**config.mk**
```make
export PLATFORM = sky130hd
export DESIGN_NAME = gng_arbiter_flat
export DESIGN_NICKNAME = d
export VERILOG_FILES = /design/src/rtl/gng_arbiter_if.sv /design/src/rtl/gng_arbiter.sv /design/src/flat_wrapper.sv
export SDC_FILE = /design/constraint.sdc
export NUM_CORES = 1
export LEC_CHECK = 0
export CORE_MARGIN = 2
export CORE_UTILIZATION = 32
export CTS_BUF_LIST = sky130_fd_sc_hd__clkbuf_8
export CTS_CLUSTER_DIAMETER = 50
export DETAILED_ROUTE_END_ITERATION = 7
export PLACE_DENSITY_LB_ADDON = 0.1
export SLEW_MARGIN = 0
export SYNTH_ARGS = -nofsm -noshare
export SYNTH_HDL_FRONTEND = slang
export SYNTH_SLANG_ARGS = --single-unit
```
**constraint.sdc**
```tcl
create_clock -name clk -period 3.6 [get_ports clk]
set_input_delay 0.72 -clock clk [delete_from_list [all_inputs] [get_ports clk]]
set_output_delay 0.72 -clock clk [all_outputs]
set_load 0.02 [all_outputs]
```
**src/rtl/gng_arbiter_if.sv**
```systemverilog
// Bus between the arbiter and its environment: requesters, gng handshake, returned samples.
interface gng_arbiter_if #(
    parameter int unsigned NUM_REQ = 4,
    parameter int unsigned GAP_W   = 4
);
    logic [NUM_REQ-1:0] req;
    logic [GAP_W-1:0]   gap;
    logic [NUM_REQ-1:0] grant;
    logic               gng_ce;
    logic               gng_valid;
    logic [15:0]        gng_data;
    logic [NUM_REQ-1:0] out_valid;
    logic [15:0]        out_data;
    logic               busy;
    logic               err;

    modport master (
        input  req, gap, gng_valid, gng_data,
        output grant, gng_ce, out_valid, out_data, busy, err
    );

    modport slave (
        output req, gap, gng_valid, gng_data,
        input  grant, gng_ce, out_valid, out_data, busy, err
    );
endinterface

```
**src/rtl/gng_arbiter.sv**
```systemverilog
// Round-robin sharing of one Gaussian noise generator: ce issue with minimum gap,
// in-order tag FIFO routing each returned sample back to its requester.
module gng_arbiter #(
    parameter int unsigned NUM_REQ   = 4,
    parameter int unsigned TAG_DEPTH = 8,
    parameter int unsigned GAP_W     = 4
) (
    input  logic          clk,
    input  logic          rstn,
    gng_arbiter_if.master bus
);
    localparam int unsigned IDX_W = (NUM_REQ > 1) ? $clog2(NUM_REQ) : 1;
    localparam int unsigned PTR_W = (TAG_DEPTH > 1) ? $clog2(TAG_DEPTH) : 1;
    localparam int unsigned CNT_W = PTR_W + 1;

    logic [NUM_REQ-1:0] r_grant;
    logic [NUM_REQ-1:0] r_out_valid;
    logic               r_gng_ce;
    logic               r_busy;
    logic               r_err;
    logic [15:0]        r_out_data;
    logic [IDX_W-1:0]   r_rr_ptr;
    logic [IDX_W-1:0]   r_tag_mem [TAG_DEPTH];
    logic [PTR_W-1:0]   r_wr_ptr;
    logic [PTR_W-1:0]   r_rd_ptr;
    logic [CNT_W-1:0]   r_count;
    logic [GAP_W-1:0]   r_gap_cnt;

    logic [NUM_REQ-1:0] w_eligible;
    logic               w_found;
    logic [IDX_W-1:0]   w_winner;
    logic               w_issue;
    logic               w_pop;
    logic               w_drop;
    logic [CNT_W-1:0]   w_count_nxt;
    logic [IDX_W-1:0]   w_head;

    // A requester granted this cycle is masked so a held level cannot double-issue.
    assign w_eligible = bus.req & ~r_grant;

    // Rotating priority search starting at the round-robin pointer.
    always_comb begin : winner_search
        int unsigned k;
        k        = 0;
        w_found  = 1'b0;
        w_winner = '0;
        for (int unsigned i = 0; i < NUM_REQ; i++) begin
            k = 32'(r_rr_ptr) + i;
            if (k >= NUM_REQ) begin
                k = k - NUM_REQ;
            end
            if (!w_found && w_eligible[IDX_W'(k)]) begin
                w_found  = 1'b1;
                w_winner = IDX_W'(k);
            end
        end
    end

    assign w_issue     = w_found && (r_count < CNT_W'(TAG_DEPTH)) && (r_gap_cnt == '0);
    assign w_pop       = bus.gng_valid && (r_count != '0);
    assign w_drop      = bus.gng_valid && (r_count == '0);
    assign w_count_nxt = r_count + CNT_W'(w_issue) - CNT_W'(w_pop);
    assign w_head      = r_tag_mem[r_rd_ptr];

    always_ff @(posedge clk or negedge rstn) begin
        if (!rstn) begin
            r_grant     <= '0;
            r_out_valid <= '0;
            r_gng_ce    <= 1'b0;
            r_busy      <= 1'b0;
            r_err       <= 1'b0;
            r_out_data  <= '0;
            r_rr_ptr    <= '0;
            r_wr_ptr    <= '0;
            r_rd_ptr    <= '0;
            r_count     <= '0;
            r_gap_cnt   <= '0;
            for (int i = 0; i < int'(TAG_DEPTH); i++) begin
                r_tag_mem[i] <= '0;
            end
        end else begin
            r_gng_ce <= w_issue;
            r_grant  <= w_issue ? (NUM_REQ'(1) << w_winner) : '0;

            if (w_issue) begin
                r_tag_mem[r_wr_ptr] <= w_winner;
                r_wr_ptr            <= r_wr_ptr + PTR_W'(1);
                r_rr_ptr            <= (w_winner == IDX_W'(NUM_REQ - 1)) ? '0
                                                                         : w_winner + IDX_W'(1);
                r_gap_cnt           <= bus.gap;
            end else if (r_gap_cnt != '0) begin
                r_gap_cnt <= r_gap_cnt - GAP_W'(1);
            end

            // gng returns in issue order, so the FIFO head owns the sample.
            r_out_valid <= w_pop ? (NUM_REQ'(1) << w_head) : '0;
            if (w_pop) begin
                r_rd_ptr   <= r_rd_ptr + PTR_W'(1);
                r_out_data <= bus.gng_data;
            end

            r_count <= w_count_nxt;
            r_busy  <= (w_count_nxt != '0) || w_issue;
            if (w_drop) begin
                r_err <= 1'b1;
            end
        end
    end

    assign bus.grant     = r_grant;
    assign bus.gng_ce    = r_gng_ce;
    assign bus.out_valid = r_out_valid;
    assign bus.out_data  = r_out_data;
    assign bus.busy      = r_busy;
    assign bus.err       = r_err;

endmodule

```
**src/flat_wrapper.sv**
```systemverilog
// flat-port wrapper written by rule: the top's interface ports become plain ports
module gng_arbiter_flat 
#(
    parameter int unsigned NUM_REQ   = 4,
    parameter int unsigned TAG_DEPTH = 8,
    parameter int unsigned GAP_W     = 4
)
  (clk, rstn, bus_req, bus_gap, bus_gng_valid, bus_gng_data, bus_grant, bus_gng_ce, bus_out_valid, bus_out_data, bus_busy, bus_err);
  gng_arbiter_if #(.NUM_REQ(NUM_REQ), .GAP_W(GAP_W)) bus_i ();
  input  logic clk;
  input  logic rstn;
  input wire logic [$bits(bus_i.req)-1:0] bus_req;
  input wire logic [$bits(bus_i.gap)-1:0] bus_gap;
  input wire logic [$bits(bus_i.gng_valid)-1:0] bus_gng_valid;
  input wire logic [$bits(bus_i.gng_data)-1:0] bus_gng_data;
  output wire logic [$bits(bus_i.grant)-1:0] bus_grant;
  output wire logic [$bits(bus_i.gng_ce)-1:0] bus_gng_ce;
  output wire logic [$bits(bus_i.out_valid)-1:0] bus_out_valid;
  output wire logic [$bits(bus_i.out_data)-1:0] bus_out_data;
  output wire logic [$bits(bus_i.busy)-1:0] bus_busy;
  output wire logic [$bits(bus_i.err)-1:0] bus_err;
  assign bus_i.req = bus_req;
  assign bus_i.gap = bus_gap;
  assign bus_i.gng_valid = bus_gng_valid;
  assign bus_i.gng_data = bus_gng_data;
  assign bus_grant = bus_i.grant;
  assign bus_gng_ce = bus_i.gng_ce;
  assign bus_out_valid = bus_i.out_valid;
  assign bus_out_data = bus_i.out_data;
  assign bus_busy = bus_i.busy;
  assign bus_err = bus_i.err;
  gng_arbiter #(.NUM_REQ(NUM_REQ), .TAG_DEPTH(TAG_DEPTH), .GAP_W(GAP_W)) u_core (.clk(clk), .rstn(rstn), .bus(bus_i));
endmodule
```
==> results.yml <==
sta:
  skew_ns: 0.0101
  fmax_mhz: 378
  fin_ws_ns: 0.955
  tns_ns: 0
  worst_slew_pin_slew_ns: 0.700
  rsz0062_at_grt: "false"
  hold-worst-slack_ns: 0.429
  relSlewSlack_pct: 53.4
  slew_viol_final: 0
  final.min_clock_period_ns: 2.65
  fin_crit_sh_pct: 73.5
  setup_violations: 0
  finalHoldViolCount: 0
die:
  start_util_pct: 32.6
  die_h_um: 97.8
  coreArea_um2: 8640
  die_w_um: 97.8
  rows: 34
  ios: 54
  die-area_um2: 9570
cells_and_area:
  nets: 344
  final_util_pct: 42.1
  drive_gt1_share_pct: 14.6
  syn_to_final_growth_pct: 28.9
  diodes: 0
global_route:
  grt_max_degree: 32
  gr-usage-all-layers_pct: 12.7
  grt_pass1_vias: 1921
  grt-ovfl-total: 0
  grt_pass1_wl_mm: 9.66
  antenna_found_initial: 0
clock_network:
  postCtsSetupRepairBufs: 0
  clk_pin_slew_ns: 0.07
  cts_buffers: 9
  clock_latency_ns: 0.33
  postCtsHoldBufs: 0
  root_buffer: "clkbuf_8"
  cts_max_level: 3
  cts_tree: "done"
  clock_sinks: 59
  cts_resized: 0
  cts.path.max_buffers: 2
worst_hold_path:
  min_path_type: "in2async"
critical_path:
  slowest_delay_ns: 0.41
  cp-end-kind: "flip-flop"
  cp_common_cell: "ha_1"
  cp.required_ns: 3.81
  cpMaxStageDelayCell: "dfrtp_1"
  cp_top_family: "adder cells"
  crit_chain: "inv_1 -> ha_1 -> nor3b_1 -> nand2b_1 -> inv_2 -> ha_1 -> inv_1 -> ha_1 -> fa_1 -> xor2_1 -> nor3_1 -> nand3b_1"
  critPathKind: "reg2reg"
  crit_path_max_fanout: 19
  critPathLaunchType: "flip-flop"
  r2r_slack_ns: 0.95
  worstPathArrival_ns: 2.85
  cp_num_buf_inv: 3
synth:
  synth_edf_count: 0
  ys_warn_count: 0
  synthFlopType: "dfrtp_1"
  ys_seq_area_share_pct: 52.4
  synth.distinct_cells: 47
  avgSynthCellArea_um2: 11.4
  synthArstFlopShare_pct: 100
  synth_top_cells_by_area: "dfrtp_1 (52%), nand2_1 (7.7%), ha_1 (5.8%)"
  synthCells: 248
  synth_top_area_share_pct: 52.4
  syn-num-nets: 289
  synth_area_um2: 2820
  yosysTopAreaCell: "dfrtp_1"
  synthTopCellsByCount: "dfrtp_1 (59), nand2_1 (58), ha_1 (13)"
  ys_ff_latch: 59
  synth_most_common_cell: "dfrtp_1"
place:
  place_hpwl_mm: 3.90
  dp_slack_ns: 0.626
  portBuffers: 53
  place.gp.congestion: 0.744
detailed_routing:
  postRouteAntennaNets: 0
  routedWlPerCell_um: 13.5
  drc: 0
  finalWirelength_mm: 5.63
  vias: 1870
  via_per_inst: 4.50
  first_pass_iters: 4
  drt_iter0_drc: 57
pwr:
  power_density_nw_per_um2: 719
  max-vdd-ir-drop_v: 0.000242
  cellLeakagePower_nw: 1.73
  power_mw: 2.61
job:
  maxCapViolCount: 0
status:
  status: "finished clean"
state kept, by name, summed over array words and instances, names as in the netlist:
name                  flops
u_core.r_gap_cnt          4
u_core.bus.err            1
u_core.r_tag_mem         16
u_core.bus.out_valid      4
u_core.bus.gng_ce         1
u_core.r_wr_ptr           3
u_core.bus.busy           1
u_core.bus.grant          4
u_core.bus.out_data      16
u_core.r_rr_ptr           2
u_core.r_rd_ptr           3
u_core.r_count            4
per-stage QoR:
stage | area [um2] | instances
5_1_grt | 3630 | 416
3_5_place_dp | 3440 | 400
4_1_cts | 3630 | 416
2_1_floorplan | 2820 | 248
6_report | 3630 | 416
3_3_place_gp | 3440 | 400
cell families after synthesis:
logic type                 Yosys count  synth area share (%)
AOI/OAI and AO/OA                   16                  4.53
xor gates and xnor gates             8                  2.49
adders and majority gates           14                  6.48
buffers and inverters               24                  3.86
DFF                                 59                  52.4
muxes                               26                  11.2
and+or+nand+nor                    101                  19.0
power by group:
group / total, mW / internal [mW] / switching [mW]
logic: 0.962 / 0.480 / 0.482
clock network: 0.590 / 0.332 / 0.258
registers: 1.06 / 0.866 / 0.193
total: 2.61 / 1.68 / 0.934
metal layers:
metal,share of wire [%],wire length (um),global-route usage [%]
met5,0,0,0
met4,1.8,104,6.41
met3,5.3,299,3.01
met2,43,2420,18.6
met1,50,2810,17.6
final cells by class:
type | instances | area (um2)
clock buffer | 10 | 138
clock inverter | 6 | 56.3
fill | 855 | 5000
inverter | 12 | 46.3
multi-input combinational | 165 | 1230
sequential | 59 | 1480
tap | 108 | 135
timing repair buffer | 56 | 548
final timing paths:
kind	from	endpoint	depth (start not counted)
max reg2reg	u_core.r_count[3]	u_core.bus.busy	12
min	rstn	u_core.bus.out_data[8]	1
max	u_core.r_count[3]	u_core.bus.busy	12
min in group clk	u_core.bus.err	u_core.bus.err	1
min reg2reg	u_core.bus.err	u_core.bus.err	1
max in group asynchronous	rstn	u_core.bus.out_data[10]	2
placed cells by master (no fill, tap or decap), types with 5 or more instances in the layout:
master / n
dfrtp_1: 59
nand2_1: 58
clkdlybuf4s50_1: 52
ha_1: 13
inv_1: 11
clkbuf_8: 10
mux2_1: 9
mux2_2: 8
nor2_1: 7
and2_1: 5
mux2i_1: 5
xnor2_1: 5
No activity file was read; power rests on OpenSTA's default activity.
